File: src/rtl/ifu_pkg.sv
// Shared types and default parameters for the instruction fetch unit.
package ifu_pkg;

    typedef enum logic [1:0] {
        S_IDLE   = 2'd0,
        S_RUN    = 2'd1,
        S_HALTED = 2'd2
    } ifu_state_e;

    localparam int          DEF_AWIDTH    = 6;
    localparam int          DEF_RWIDTH    = 32;
    localparam int          DEF_RESET_PC  = 0;
    localparam logic [31:0] DEF_HALT_WORD = 32'hFFFF_FFFF;

endpackage

File: src/rtl/ifu_imem.sv
// Instruction RAM: one write port and one read-first registered read port.
// A second, combinational peek at the read address exposes the word that the next edge will latch.
module ifu_imem #(
    parameter int AWIDTH = 6,
    parameter int RWIDTH = 32
) (
    input  logic              i_clk,
    input  logic              i_rst,
    input  logic              i_we,
    input  logic [AWIDTH-1:0] i_waddr,
    input  logic [RWIDTH-1:0] i_wdata,
    input  logic              i_re,
    input  logic [AWIDTH-1:0] i_raddr,
    output logic [RWIDTH-1:0] o_rdata,
    output logic [RWIDTH-1:0] o_peek
);

    logic [RWIDTH-1:0] r_mem [2**AWIDTH];
    logic [RWIDTH-1:0] r_rdata;

    // Contents are never cleared; writes also proceed while reset is held.
    always_ff @(posedge i_clk) begin
        if (i_we) r_mem[i_waddr] <= i_wdata;
    end

    always_ff @(posedge i_clk) begin
        if (!i_rst)    r_rdata <= '0;
        else if (i_re) r_rdata <= r_mem[i_raddr];
    end

    assign o_rdata = r_rdata;
    assign o_peek  = r_mem[i_raddr];

endmodule

File: src/rtl/instruction_fetch_unit.sv
// Fetch unit: PC sequencing, IDLE/RUN/HALTED control and redirect handling around ifu_imem.
module instruction_fetch_unit
    import ifu_pkg::*;
#(
    parameter int                AWIDTH    = DEF_AWIDTH,
    parameter int                RWIDTH    = DEF_RWIDTH,
    parameter logic [AWIDTH-1:0] RESET_PC  = AWIDTH'(DEF_RESET_PC),
    parameter logic [RWIDTH-1:0] HALT_WORD = '1
) (
    input  logic              clk,
    input  logic              rst,
    input  logic              run,
    input  logic              stall,
    input  logic              redirect_valid,
    input  logic [AWIDTH-1:0] redirect_addr,
    input  logic              imem_we,
    input  logic [AWIDTH-1:0] imem_waddr,
    input  logic [RWIDTH-1:0] imem_wdata,
    output logic [AWIDTH-1:0] pc,
    output logic [RWIDTH-1:0] instr,
    output logic [AWIDTH-1:0] instr_pc,
    output logic              instr_valid,
    output logic              halted
);

    ifu_state_e        r_state, w_state_nxt;
    logic [AWIDTH-1:0] r_pc, w_pc_nxt;
    logic [AWIDTH-1:0] r_instr_pc, w_instr_pc_nxt;
    logic              r_instr_valid, w_instr_valid_nxt;
    logic              w_fetch;
    logic [RWIDTH-1:0] w_word;

    ifu_imem #(.AWIDTH(AWIDTH), .RWIDTH(RWIDTH)) u_imem (
        .i_clk   (clk),
        .i_rst   (rst),
        .i_we    (imem_we),
        .i_waddr (imem_waddr),
        .i_wdata (imem_wdata),
        .i_re    (w_fetch),
        .i_raddr (r_pc),
        .o_rdata (instr),
        .o_peek  (w_word)
    );

    always_ff @(posedge clk) begin
        if (!rst) r_state <= S_IDLE;
        else      r_state <= w_state_nxt;
    end

    // Redirect outranks stall, run and halt detection; stall freezes everything else.
    always_comb begin
        w_state_nxt       = r_state;
        w_pc_nxt          = r_pc;
        w_instr_pc_nxt    = r_instr_pc;
        w_instr_valid_nxt = r_instr_valid;
        w_fetch           = 1'b0;
        if (redirect_valid) begin
            w_pc_nxt          = redirect_addr;
            w_instr_valid_nxt = 1'b0;
            if (r_state == S_HALTED) w_state_nxt = S_RUN;
        end else begin
            case (r_state)
                S_IDLE: begin
                    w_instr_valid_nxt = 1'b0;
                    if (run) w_state_nxt = S_RUN;
                end
                S_RUN: begin
                    if (!stall) begin
                        if (!run) begin
                            w_state_nxt       = S_IDLE;
                            w_instr_valid_nxt = 1'b0;
                        end else begin
                            w_fetch           = 1'b1;
                            w_instr_pc_nxt    = r_pc;
                            w_instr_valid_nxt = 1'b1;
                            if (w_word == HALT_WORD) w_state_nxt = S_HALTED;
                            else                     w_pc_nxt    = r_pc + 1'b1;
                        end
                    end
                end
                S_HALTED: begin
                    if (!stall) w_instr_valid_nxt = 1'b0;
                end
                default: w_state_nxt = S_IDLE;
            endcase
        end
    end

    always_ff @(posedge clk) begin
        if (!rst) begin
            r_pc          <= RESET_PC;
            r_instr_pc    <= '0;
            r_instr_valid <= 1'b0;
        end else begin
            r_pc          <= w_pc_nxt;
            r_instr_pc    <= w_instr_pc_nxt;
            r_instr_valid <= w_instr_valid_nxt;
        end
    end

    assign pc          = r_pc;
    assign instr_pc    = r_instr_pc;
    assign instr_valid = r_instr_valid;
    assign halted      = (r_state == S_HALTED);

endmodule

File: config.mk
export PLATFORM = sky130hd
export DESIGN_NAME = instruction_fetch_unit
export DESIGN_NICKNAME = d
export VERILOG_FILES = /design/src/rtl/ifu_pkg.sv /design/src/rtl/ifu_imem.sv /design/src/rtl/instruction_fetch_unit.sv
export SDC_FILE = /design/constraint.sdc
export NUM_CORES = 2
export LEC_CHECK = 0
export ABC_CLOCK_PERIOD_IN_PS = 4500
export CAP_MARGIN = 20
export CORE_ASPECT_RATIO = 1.75
export CORE_MARGIN = 1
export CORE_UTILIZATION = 60
export DETAILED_ROUTE_END_ITERATION = 8
export PLACE_DENSITY = 0.77
export SLEW_MARGIN = 15
export SYNTH_ARGS = -nofsm -noshare
export SYNTH_HDL_FRONTEND = slang
export SYNTH_SLANG_ARGS = --single-unit
File: constraint.sdc
create_clock -name clk -period 4.5 [get_ports clk]
set_clock_uncertainty 0.1 [all_clocks]
set_input_delay 0.675 -clock clk [delete_from_list [all_inputs] [get_ports clk]]
set_output_delay 0.675 -clock clk [all_outputs]
set_load 0.02 [all_outputs]
==> results.yml <==
timing:
  holdWs_ns: 0.167
  finalMaxSlewViolations: 0
  finalCritPeriodShare_pct: 102
  setup_violations: 7
  maxClockFrequency_mhz: 219
  fin_crit_ns: 4.57
  slew_headroom_pct: 18.5
  tightest_slew_ns: 1.22
  hold_viol_final: 0
  timing.final.ws_setup_ns: -0.0695
clock_tree:
  h-tree-depth: 4
  cts.sinks: 2101
  cts_tree: "yes"
  path_clk_slew_ns: 0.07
  postCtsHoldBufs: 0
  cts_root_buf: "clkbuf_16"
  clk_path_buf_depth: 3
  clk_latency_ns: 0.82
  cts_buffers: 171
die:
  die_h_um: 491
  core_um2: 136000
  rows: 179
  die_x_um: 281
  die_area_um2: 138000
  io_pins: 96
  start_util_pct: 60.4
placement:
  post-place-ws_ns: 0.178
  hpwlAfterDp_um: 146000
  portBuffers: 95
  place.gp.congestion: 1.02
route:
  dr.pass1.iters: 9
  drtIter0Drc: 7178
  detail_route.wl_per_cell_um: 39.1
  drc: 0
  wl_um: 249000
  ant_nets: 0
  vias: 45200
  avgViaCountPerCell: 7.11
setup_path:
  cp-end-kind: "flop"
  cp-start-kind: "flop"
  reg2reg_slack_ns: -0.07
  ff2ff_path_depth: 14
  path_class: "flop to flop"
  worstPathArrival_ns: 5.14
  path_cells: "buf_12 > buf_12 > mux4_2 > and2_1 > a211oi_1 > a31oi_2 > a221o_1 > and2b_2 > nand4_1 > buf_4 > nor4b_1 > buf_4 > nor3_1 > o211ai_1"
  slowest_delay_ns: 0.62
  crit_fanout: 32
  slowest_stage: "dfxtp_4"
  crit_required_ns: 5.07
logic_synthesis:
  yosys_register_bits: 2101
  ys_warn_count: 0
  syn-num-nets: 4047
  async_reset_ff_share_pct: 0
  syn_avg_cell_area_um2: 20.5
  syn_area_um2: 82000
  synth_edf_count: 2048
  synth_cells: 3996
  yosysSeqAreaShare_pct: 76.3
  synth_cell_type_count: 72
  synth_flop_cell: "edfxtp_1"
global_routing:
  grtUsageTotal_pct: 36.4
  grt_start_max_net_pins: 66
  antenna_found_initial: 11
  grt_pass1_wl_um: 339000
  grt_pass1_vias: 44700
  grt-ovfl-total: 0
power_and_ir_drop:
  p_leak_nw: 29.5
  power.density_nw_per_um2: 427
  ir_drop_mv: 0.443
cells_and_area:
  layout_common_cells: "2048 x edfxtp_1, 403 x mux2i_1, 331 x mux4_2"
  layout.nets: 4452
  syn_to_final_growth_pct: 13.7
  layout_commonest_cell: "edfxtp_1"
  drive_gt1_share_pct: 23.7
  fill_cells: 8197
worst_hold_path:
  worstHoldPathCells: 1
  hold_class: "input port to flop"
  min_to: "u_imem.r_mem[0][0]$_DFFE_PP_"
  hp-start: "imem_wdata[0]"
outcome:
  status: "complete, but fails checks"
  violations: "negative setup slack"
flow_run:
  drv_cap: 0
critical path, delay by kind of cell, from the launching register on:
family,cells,cell delay (ns)
AOI/OAI and AO/OA,4,1.38
DFF,1,0.62
muxes,1,0.54
buffers and inverters,4,0.80
and+or+nand+nor,5,0.92
sequential cells by signal (all words and copies together), names as in the netlist, named ones only:
signal and flops:
u_imem.r_mem 2048, u_imem.o_rdata 32, instr_pc 6, pc 6, r_state 2, instr_valid 1
kinds of logic after synthesis:
logic type                 Yosys count  share of synthesized area, %
adders and majority gates            2                        0.0275
DFF                               2101                          76.3
muxes                              783                          15.3
and+or+nand+nor                    493                          2.78
buffers and inverters              231                          2.25
AOI/OAI and AO/OA                  386                          3.32
cell type report:
type | count | area, um^2 | area share, %
Inverter | 6 | 27.5 | 0.0295
Timing Repair Buffer | 457 | 4670 | 5.02
Sequential cell | 2101 | 62600 | 67.2
Antenna cell | 6 | 15.0 | 0.0161
Multi-Input combinational cell | 1664 | 18100 | 19.4
Clock buffer | 205 | 4550 | 4.89
Clock inverter | 109 | 977 | 1.05
Tap cell | 1810 | 2260 | 2.43
layer usage:
layer | GRT usage (%) | vias up | wire length (um)
li1 | - | 17300 | -
met1 | 42.8 | 22900 | 75900
met2 | 57.6 | 4003 | 119000
met3 | 8.37 | 1058 | 29000
met4 | 29.3 | 6 | 24800
met5 | 0 | - | 91
cells in the mapped netlist, drive strengths merged (4+ instances only):
master / n / area share, %
a2111oi: 5 / 0.084
a211oi: 24 / 0.22
a21boi: 17 / 0.16
a21oi: 61 / 0.37
a221oi: 12 / 0.13
a22o: 5 / 0.053
a22oi: 115 / 1.1
a31oi: 12 / 0.11
a32oi: 4 / 0.043
and2: 15 / 0.11
buf: 140 / 1.7
clkbuf: 83 / 0.49
dfxtp: 53 / 1.3
edfxtp: 2048 / 75
inv: 6 / 0.027
mux2: 16 / 0.22
mux2i: 403 / 4.9
mux4: 364 / 10
nand2: 181 / 0.83
nand2b: 6 / 0.046
nand3: 61 / 0.37
nand3b: 7 / 0.064
nand4: 22 / 0.17
nor2: 127 / 0.58
nor2b: 18 / 0.14
nor3: 20 / 0.12
nor3b: 12 / 0.11
nor4: 4 / 0.031
nor4b: 4 / 0.043
o211a: 10 / 0.12
o211ai: 8 / 0.073
o21ai: 39 / 0.24
o221ai: 6 / 0.064
o22ai: 41 / 0.31
power by group:
part	leakage (nW)	total, W	switching [W]	internal [W]
Clock	2.71	0.0151	0.00693	0.00817
Combinational	7.90	0.00305	0.00193	0.00112
Sequential	18.9	0.0217	0.0000795	0.0216
how the worst max path moves through the flow:
stage          startpoint  cells past startpoint  slack (ns)                       to
3_5_place_dp         flop                     12        0.18  r_state[1]$_SDFFE_PN0P_
6_report             flop                     14       -0.07                     flop
3_3_place_gp         flop                     11        0.18                     flop
4_1_cts              flop                     11        0.12       pc[5]$_SDFFE_PN0N_
2_1_floorplan        flop                     16        0.99  r_state[1]$_SDFFE_PN0P_
5_1_grt              flop                     14       -0.08                     flop
per-stage QoR:
step	setup TNS, ns	total power [W]	util, %	cells	cell area (um^2)
after global placement	0	0.0249	64.3	6023	87300
after global routing	-0.394	0.0405	68.6	6353	93200
after detailed placement	0	0.0250	64.3	6024	87300
final	-0.287	0.0398	68.7	6358	93200
after floorplan	0	0.0236	-	3996	82000
after CTS	0	0.0397	68.4	6338	92800
repair_timing:
| item | in CTS | in global routing |
|---|---|---|
| gates resized for setup | 0 | 5 |
| buffers inserted | 0 | 0 |
| setup endpoints to repair | 0 | 13 |
(Power assumes the default switching activity.)
